==> src/rtl/mant_mult_seq.sv <==
// Sequential shift-and-add significand multiplier.
// Runs one partial product per cycle, so a non-zero multiply takes SIG_W cycles.
module mant_mult_seq #(
  parameter int unsigned SIG_W = 24
) (
  input  logic                 clk,
  input  logic                 rst,
  input  logic                 in_valid,
  output logic                 in_ready,
  input  logic [SIG_W-1:0]     a_sig,
  input  logic [SIG_W-1:0]     b_sig,
  output logic                 out_valid,
  input  logic                 out_ready,
  output logic [2*SIG_W-1:0]   product
);

  localparam int unsigned ProdW = 2 * SIG_W;
  localparam int unsigned CntW  = $clog2(SIG_W + 1);
  localparam logic [CntW-1:0] CntLast = CntW'(SIG_W - 1);

  typedef enum logic [1:0] {StIdle, StCalc, StDone} state_e;

  state_e            state_q, state_d;
  logic [ProdW-1:0]  acc_q, acc_d;
  logic [ProdW-1:0]  mcand_q, mcand_d;
  logic [SIG_W-1:0]  mplr_q, mplr_d;
  logic [CntW-1:0]   count_q, count_d;

  always_comb begin
    state_d   = state_q;
    acc_d     = acc_q;
    mcand_d   = mcand_q;
    mplr_d    = mplr_q;
    count_d   = count_q;
    in_ready  = (state_q == StIdle);
    out_valid = (state_q == StDone);

    unique case (state_q)
      StIdle: begin
        if (in_valid) begin
          acc_d = '0;
          // A zero operand makes the product trivially zero; skip the iterations.
          if (a_sig != '0 && b_sig != '0) begin
            mcand_d = ProdW'(a_sig);
            mplr_d  = b_sig;
            count_d = '0;
            state_d = StCalc;
          end else begin
            state_d = StDone;
          end
        end
      end
      StCalc: begin
        if (mplr_q[0]) begin
          acc_d = acc_q + mcand_q;
        end
        mcand_d = mcand_q << 1;
        mplr_d  = mplr_q >> 1;
        count_d = count_q + CntW'(1);
        if (count_q == CntLast) begin
          state_d = StDone;
        end
      end
      StDone: begin
        if (out_ready) begin
          state_d = StIdle;
        end
      end
      default: state_d = StIdle;
    endcase
  end

  always_ff @(posedge clk) begin
    if (rst) begin
      state_q <= StIdle;
      acc_q   <= '0;
      mcand_q <= '0;
      mplr_q  <= '0;
      count_q <= '0;
    end else begin
      state_q <= state_d;
      acc_q   <= acc_d;
      mcand_q <= mcand_d;
      mplr_q  <= mplr_d;
      count_q <= count_d;
    end
  end

  assign product = acc_q;

endmodule

==> config.mk <==
export PLATFORM = sky130hd
export DESIGN_NAME = mant_mult_seq
export DESIGN_NICKNAME = d
export VERILOG_FILES = /design/src/rtl/mant_mult_seq.sv
export SDC_FILE = /design/constraint.sdc
export NUM_CORES = 1
export LEC_CHECK = 0
export ABC_CLOCK_PERIOD_IN_PS = 3840
export BUFFER_PORTS_ARGS = -buffer_cell sky130_fd_sc_hd__buf_4
export CAP_MARGIN = 20
export CORE_MARGIN = 2
export CORE_UTILIZATION = 28
export CTS_CLUSTER_SIZE = 28
export DETAILED_ROUTE_END_ITERATION = 12
export PLACE_DENSITY_LB_ADDON = 0.12
export SETUP_SLACK_MARGIN = 0.1
export SYNTH_ARGS = -nofsm -noshare
export SYNTH_HDL_FRONTEND = slang
export SYNTH_SLANG_ARGS = --single-unit
export TNS_END_PERCENT = 10
==> constraint.sdc <==
create_clock -name clk -period 3.84 [get_ports clk]
set_clock_uncertainty 0.15 [all_clocks]
set_input_delay 0.192 -clock clk [delete_from_list [all_inputs] [get_ports clk]]
set_output_delay 0.192 -clock clk [all_outputs]
set_load 0.01 [all_outputs]
# == Word level (Yosys, flattened, before mapping) ==
# Cells that the tools add are included.
# totals
output_inout_bits,50
latch_bits,0
mem_bits_ro,0
ramBits,0
n_memories,0
register_bits,127
elab_cells,40
# op_classes
n_mux,17
n_eq_ne,8
magnitude_cmp,0
n_mul,0
div_mod_pow,0
n_bitwise,0
add_sub_neg,2
shift,0
n_reduce_logical,8
# ops
op,count
two-way mux 48 bit,4
case mux 48 bit (2 select lines),2
adder 48 bit,1
two-way mux 24 bit,2
case mux 24 bit (2 select lines),1
nonzero test 24 bit,2
two-way mux 5 bit,2
case mux 5 bit (2 select lines),1
AND reduction 3 bit,3
two-way mux 2 bit,4
inequality test 2 bit (second input constant),3
case mux 2 bit (3 select lines),1
adder 5 x 1 -> 5 bit (second input constant),1
equality test 5 bit (second input constant),1
inequality test 2 x 1 -> 1 bit (second input constant),2
equality test 2 x 1 -> 1 bit (second input constant),1
equality test 2 bit (second input constant),1
zero test 2 bit,1
nonzero test 2 bit,1
logical AND 1 bit,1

# == Logic depth before layout (Yosys ltp) ==
# depth
depth_word,5
mapped_depth,12
depth_no_buf,12

# == Worst setup path after synthesis ==
# OpenSTA, ideal clock, no wires.
# synth_path
path_type,reg2reg
startpoint,register acc_q[0] (netlist: product[0])
endpoint,register acc_q[44] (netlist: product[44])
stages_incl_launch_ff,13
setup_ns,0.062
path_slack_ns,0.928
required_ns,3.628
arrival_time_ns,2.701
synth_period_minus_slack_ns,2.912
cell_sequence,dfxtp_1 ha_1 fa_1 a211oi_2 o21ai_1 nand4_1 nand4_2 a31oi_4 o21ai_2 a221oi_4 o21ai_2 or3_1 nand3_1
# synth_via
elab_chain_cells,3
# synth_lines
item,line,text
start: declaration,24,"logic [ProdW-1:0] acc_q, acc_d;"
start signal: assignment,76,acc_q <= '0;
start signal: assignment,82,acc_q <= acc_d;
adder 48 bit,55,acc_d = acc_q + mcand_q;
two-way mux 48 bit,54,if (mplr_q[0]) begin
case mux 48 bit (2 select lines),38,unique case (state_q)
# No other way between the ends. The select of a mux whose other input is x is not followed.
# A chain may end at the register's enable or synchronous reset.

# == Final worst setup path ==
# Ends and elaborated chain as after synthesis.

==> impl_metrics.yaml <==
detailed_routing:
  num_vias: 7245
  met2_length_um: 10700
  vias_per_cell: 5.11
  avgRoutedWirePerCell_um: 16.5
  wl_met1_um: 11400
  routed.top_layer: "met4"
  drt_wl_total_um: 23400
  route.detailed.drc: 0
  met3_length_um: 923
  antenna_left: 0
  first_pass_iters: 5
  drt_first_iter_violations: 386
clock_network:
  htreeDepth: 4
  path_clk_slew_ns: 0.07
  cts_resized: 0
  clockBufferDepth: 2
  clk_latency_ns: 0.43
  cts_buffers: 17
  cts.sinks: 127
  postCtsHoldBufs: 49
  clockRootBuffer: "clkbuf_16"
  post_cts_buffers: 0
  cts_tree: "done"
timing:
  finalSetupTns_ns: 0
  tightest_slew_ns: 0.966
  slew_headroom_pct: 35.6
  post-route-period-util_pct: 83.0
  hold_viol: 0
  rsz0062_at_grt: "no"
  post-route-min-period_ns: 3.19
  setup_viol: 0
  drv_slew: 0
  hold_slack_ns: 0.0104
  fmax_mhz: 314
job:
  cap_viol_max_count: 0
placement:
  io_buffers: 101
  gp_congestion: 0.839
  dp_hpwl_um: 16700
worst_setup_path:
  crit_type: "reg -> reg"
  r2r-end: "product[44]$_SDFFE_PP0P_"
  critPathArrivalTime_ns: 3.40
  endpoint_kind: "register"
  rr_worst_depth: 12
  start_kind: "register"
  cp.required_ns: 4.06
  worstPathMaxFanout: 4
  regToRegStartpoint: "product[0]$_SDFFE_PP0P_"
  ff2ff_setup_slack_ns: 0.65
global_route:
  grt_use_total_pct: 16.6
  grt_pass1_vias: 6999
  grt_max_degree: 77
  antenna_found_initial: 0
  grt_pass1_wl_um: 37700
  grt_overflow: 0
worst_hold_path:
  whs_path_depth: 2
  min_path_type: "in -> reg"
  holdPathEnd: "mcand_q[25]$_SDFFE_PP0P_"
  hold_path_startpoint: "rst"
logic_synthesis:
  async_flop_share_pct: 0
  synth_edf_count: 0
  yosys.area_share.simple_pct: 22.2
  yosysSeqAreaShare_pct: 33.7
  synthAdderAreaFrac_pct: 8.22
  synthCells: 957
  avgSynthCellArea_um2: 7.89
  synth_nets: 1058
  synth_ff_type: "dfxtp_1"
  synth_top_family_by_area: "compound AO/OA/AOI/OAI gates"
  synthMuxAreaShare_pct: 0.265
  yosys_warnings: 0
  yosys.cell_types.count: 67
  synth_compound_area_share_pct: 26.4
  synth_xor_area_share_pct: 4.99
  synth.ff_latch_count: 127
  netlist_area_um2: 7550
layout:
  diodes: 0
  syn_to_final_growth_pct: 26.7
  layout-drive-gt1-share_pct: 15.2
  mostFrequentLayoutCells: "nand2_1 (149), nor2_1 (133), dfxtp_1 (127)"
  layout_commonest_cell: "nand2_1"
  final_nets: 1164
power_and_ir_drop:
  power.leakage_uw: 0.00404
  peakVddDrop_mv: 0.261
  pwr_density_cell_nw_per_um2: 374
floorplanning:
  pin_count: 102
  die-area_um2: 28300
  die_w_um: 168
  rows: 60
  dieHeight_um: 168
  initial_core_util_pct: 28.3
  core-area_um2: 26700
outcome:
  outcome: "completed"
==> worst max-delay path, stage by stage (launching register included) <==
cell,delay [ns]
dfxtp_1,0.33
ha_1,0.23
fa_1,0.43
a211oi_2,0.24
o21ai_1,0.17
nand4_1,0.17
nand4_2,0.19
a31oi_4,0.22
o21ai_2,0.13
a221oi_4,0.32
o21ai_2,0.12
or3_1,0.35
nand3_1,0.08
==> Yosys cell counts (6+ instances only) <==
cell type / n / share of area, %
nor4_1: 15 / 1.2
o21a_1: 6 / 0.60
inv_1: 8 / 0.40
nor3_1: 8 / 0.53
xnor2_1: 18 / 2.1
a311oi_1: 46 / 5.3
nand3_1: 20 / 1.3
nand4_1: 12 / 0.99
a31oi_1: 14 / 1.2
ha_1: 48 / 8.0
a22oi_1: 48 / 4.8
a21oi_1: 45 / 3.0
nand2b_1: 9 / 0.75
a21o_1: 26 / 2.6
clkbuf_1: 53 / 2.6
o21ai_1: 9 / 0.60
o21ai_0: 38 / 2.5
or2_2: 6 / 0.50
nand2_1: 149 / 7.4
nor2_1: 135 / 6.7
xor2_1: 25 / 2.9
dfxtp_1: 127 / 34
buf_1: 7 / 0.35
==> area by class of cell <==
| type | instances | area [um^2] |
|---|---|---|
| Fill cell | 2792 | 17200 |
| Timing Repair Buffer | 157 | 1300 |
| Clock inverter | 15 | 138 |
| Clock buffer | 17 | 425 |
| Multi-Input combinational cell | 752 | 4710 |
| Sequential cell | 127 | 2540 |
| Tap cell | 341 | 427 |
| Inverter | 8 | 30.0 |
==> worst max-delay path by stage <==
| stage | startpoint | to | slack [ns] | depth (start not counted) |
|---|---|---|---|---|
| after global placement | product[0]$_SDFFE_PP0P_ | product[44]$_SDFFE_PP0P_ | 0.68 | 12 |
| after detailed placement | product[0]$_SDFFE_PP0P_ | product[44]$_SDFFE_PP0P_ | 0.63 | 12 |
| final | product[0]$_SDFFE_PP0P_ | product[44]$_SDFFE_PP0P_ | 0.65 | 12 |
| after global routing | mcand_q[16]$_SDFFE_PP0P_ | product[41]$_SDFFE_PP0P_ | 0.34 | 11 |
| after CTS | product[0]$_SDFFE_PP0P_ | product[44]$_SDFFE_PP0P_ | 0.60 | 12 |
| after floorplan | product[0]$_SDFFE_PP0P_ | product[44]$_SDFFE_PP0P_ | 0.93 | 12 |
==> registers in the layout, summed over array words and instances, names as in the netlist <==
| register | count |
|---|---|
| product | 48 |
| count_q | 5 |
| mcand_q | 48 |
| state_q | 2 |
| mplr_q | 24 |
==> report_power, final <==
part	internal (uW)	switching (uW)	total, uW
registers	1390	58.2	1450
logic	210	337	547
clock network	858	729	1590
==> stage by stage <==
stage,utilization (%),setup WS [ns],power [uW],cell area (um^2),cells
after global placement,31.9,0.677,1990,8520,1336
after global routing,35.8,0.338,3760,9570,1417
after floorplan,-,0.928,1810,7550,957
after CTS,35.8,0.601,3630,9570,1417
after detailed placement,31.9,0.631,1990,8520,1336
final,35.8,0.654,3580,9570,1417
==> kinds of logic (layout without fill, tap and decap cells) <==
group | after synthesis | in the layout
DFF | 127 | 127
AOI/OAI and AO/OA | 277 | 277
and+or+nand+nor | 381 | 381
muxes | 2 | 2
adders and majority gates | 49 | 49
buffers and inverters | 78 | 197
xor gates and xnor gates | 43 | 43
==> metal layers <==
layer,GRT usage (%),vias up
met4,4.46,0
met3,3.46,22
met5,0,-
li1,-,3702
met2,27.5,114
met1,21.8,3407
Power figures use the tool's default switching activity.
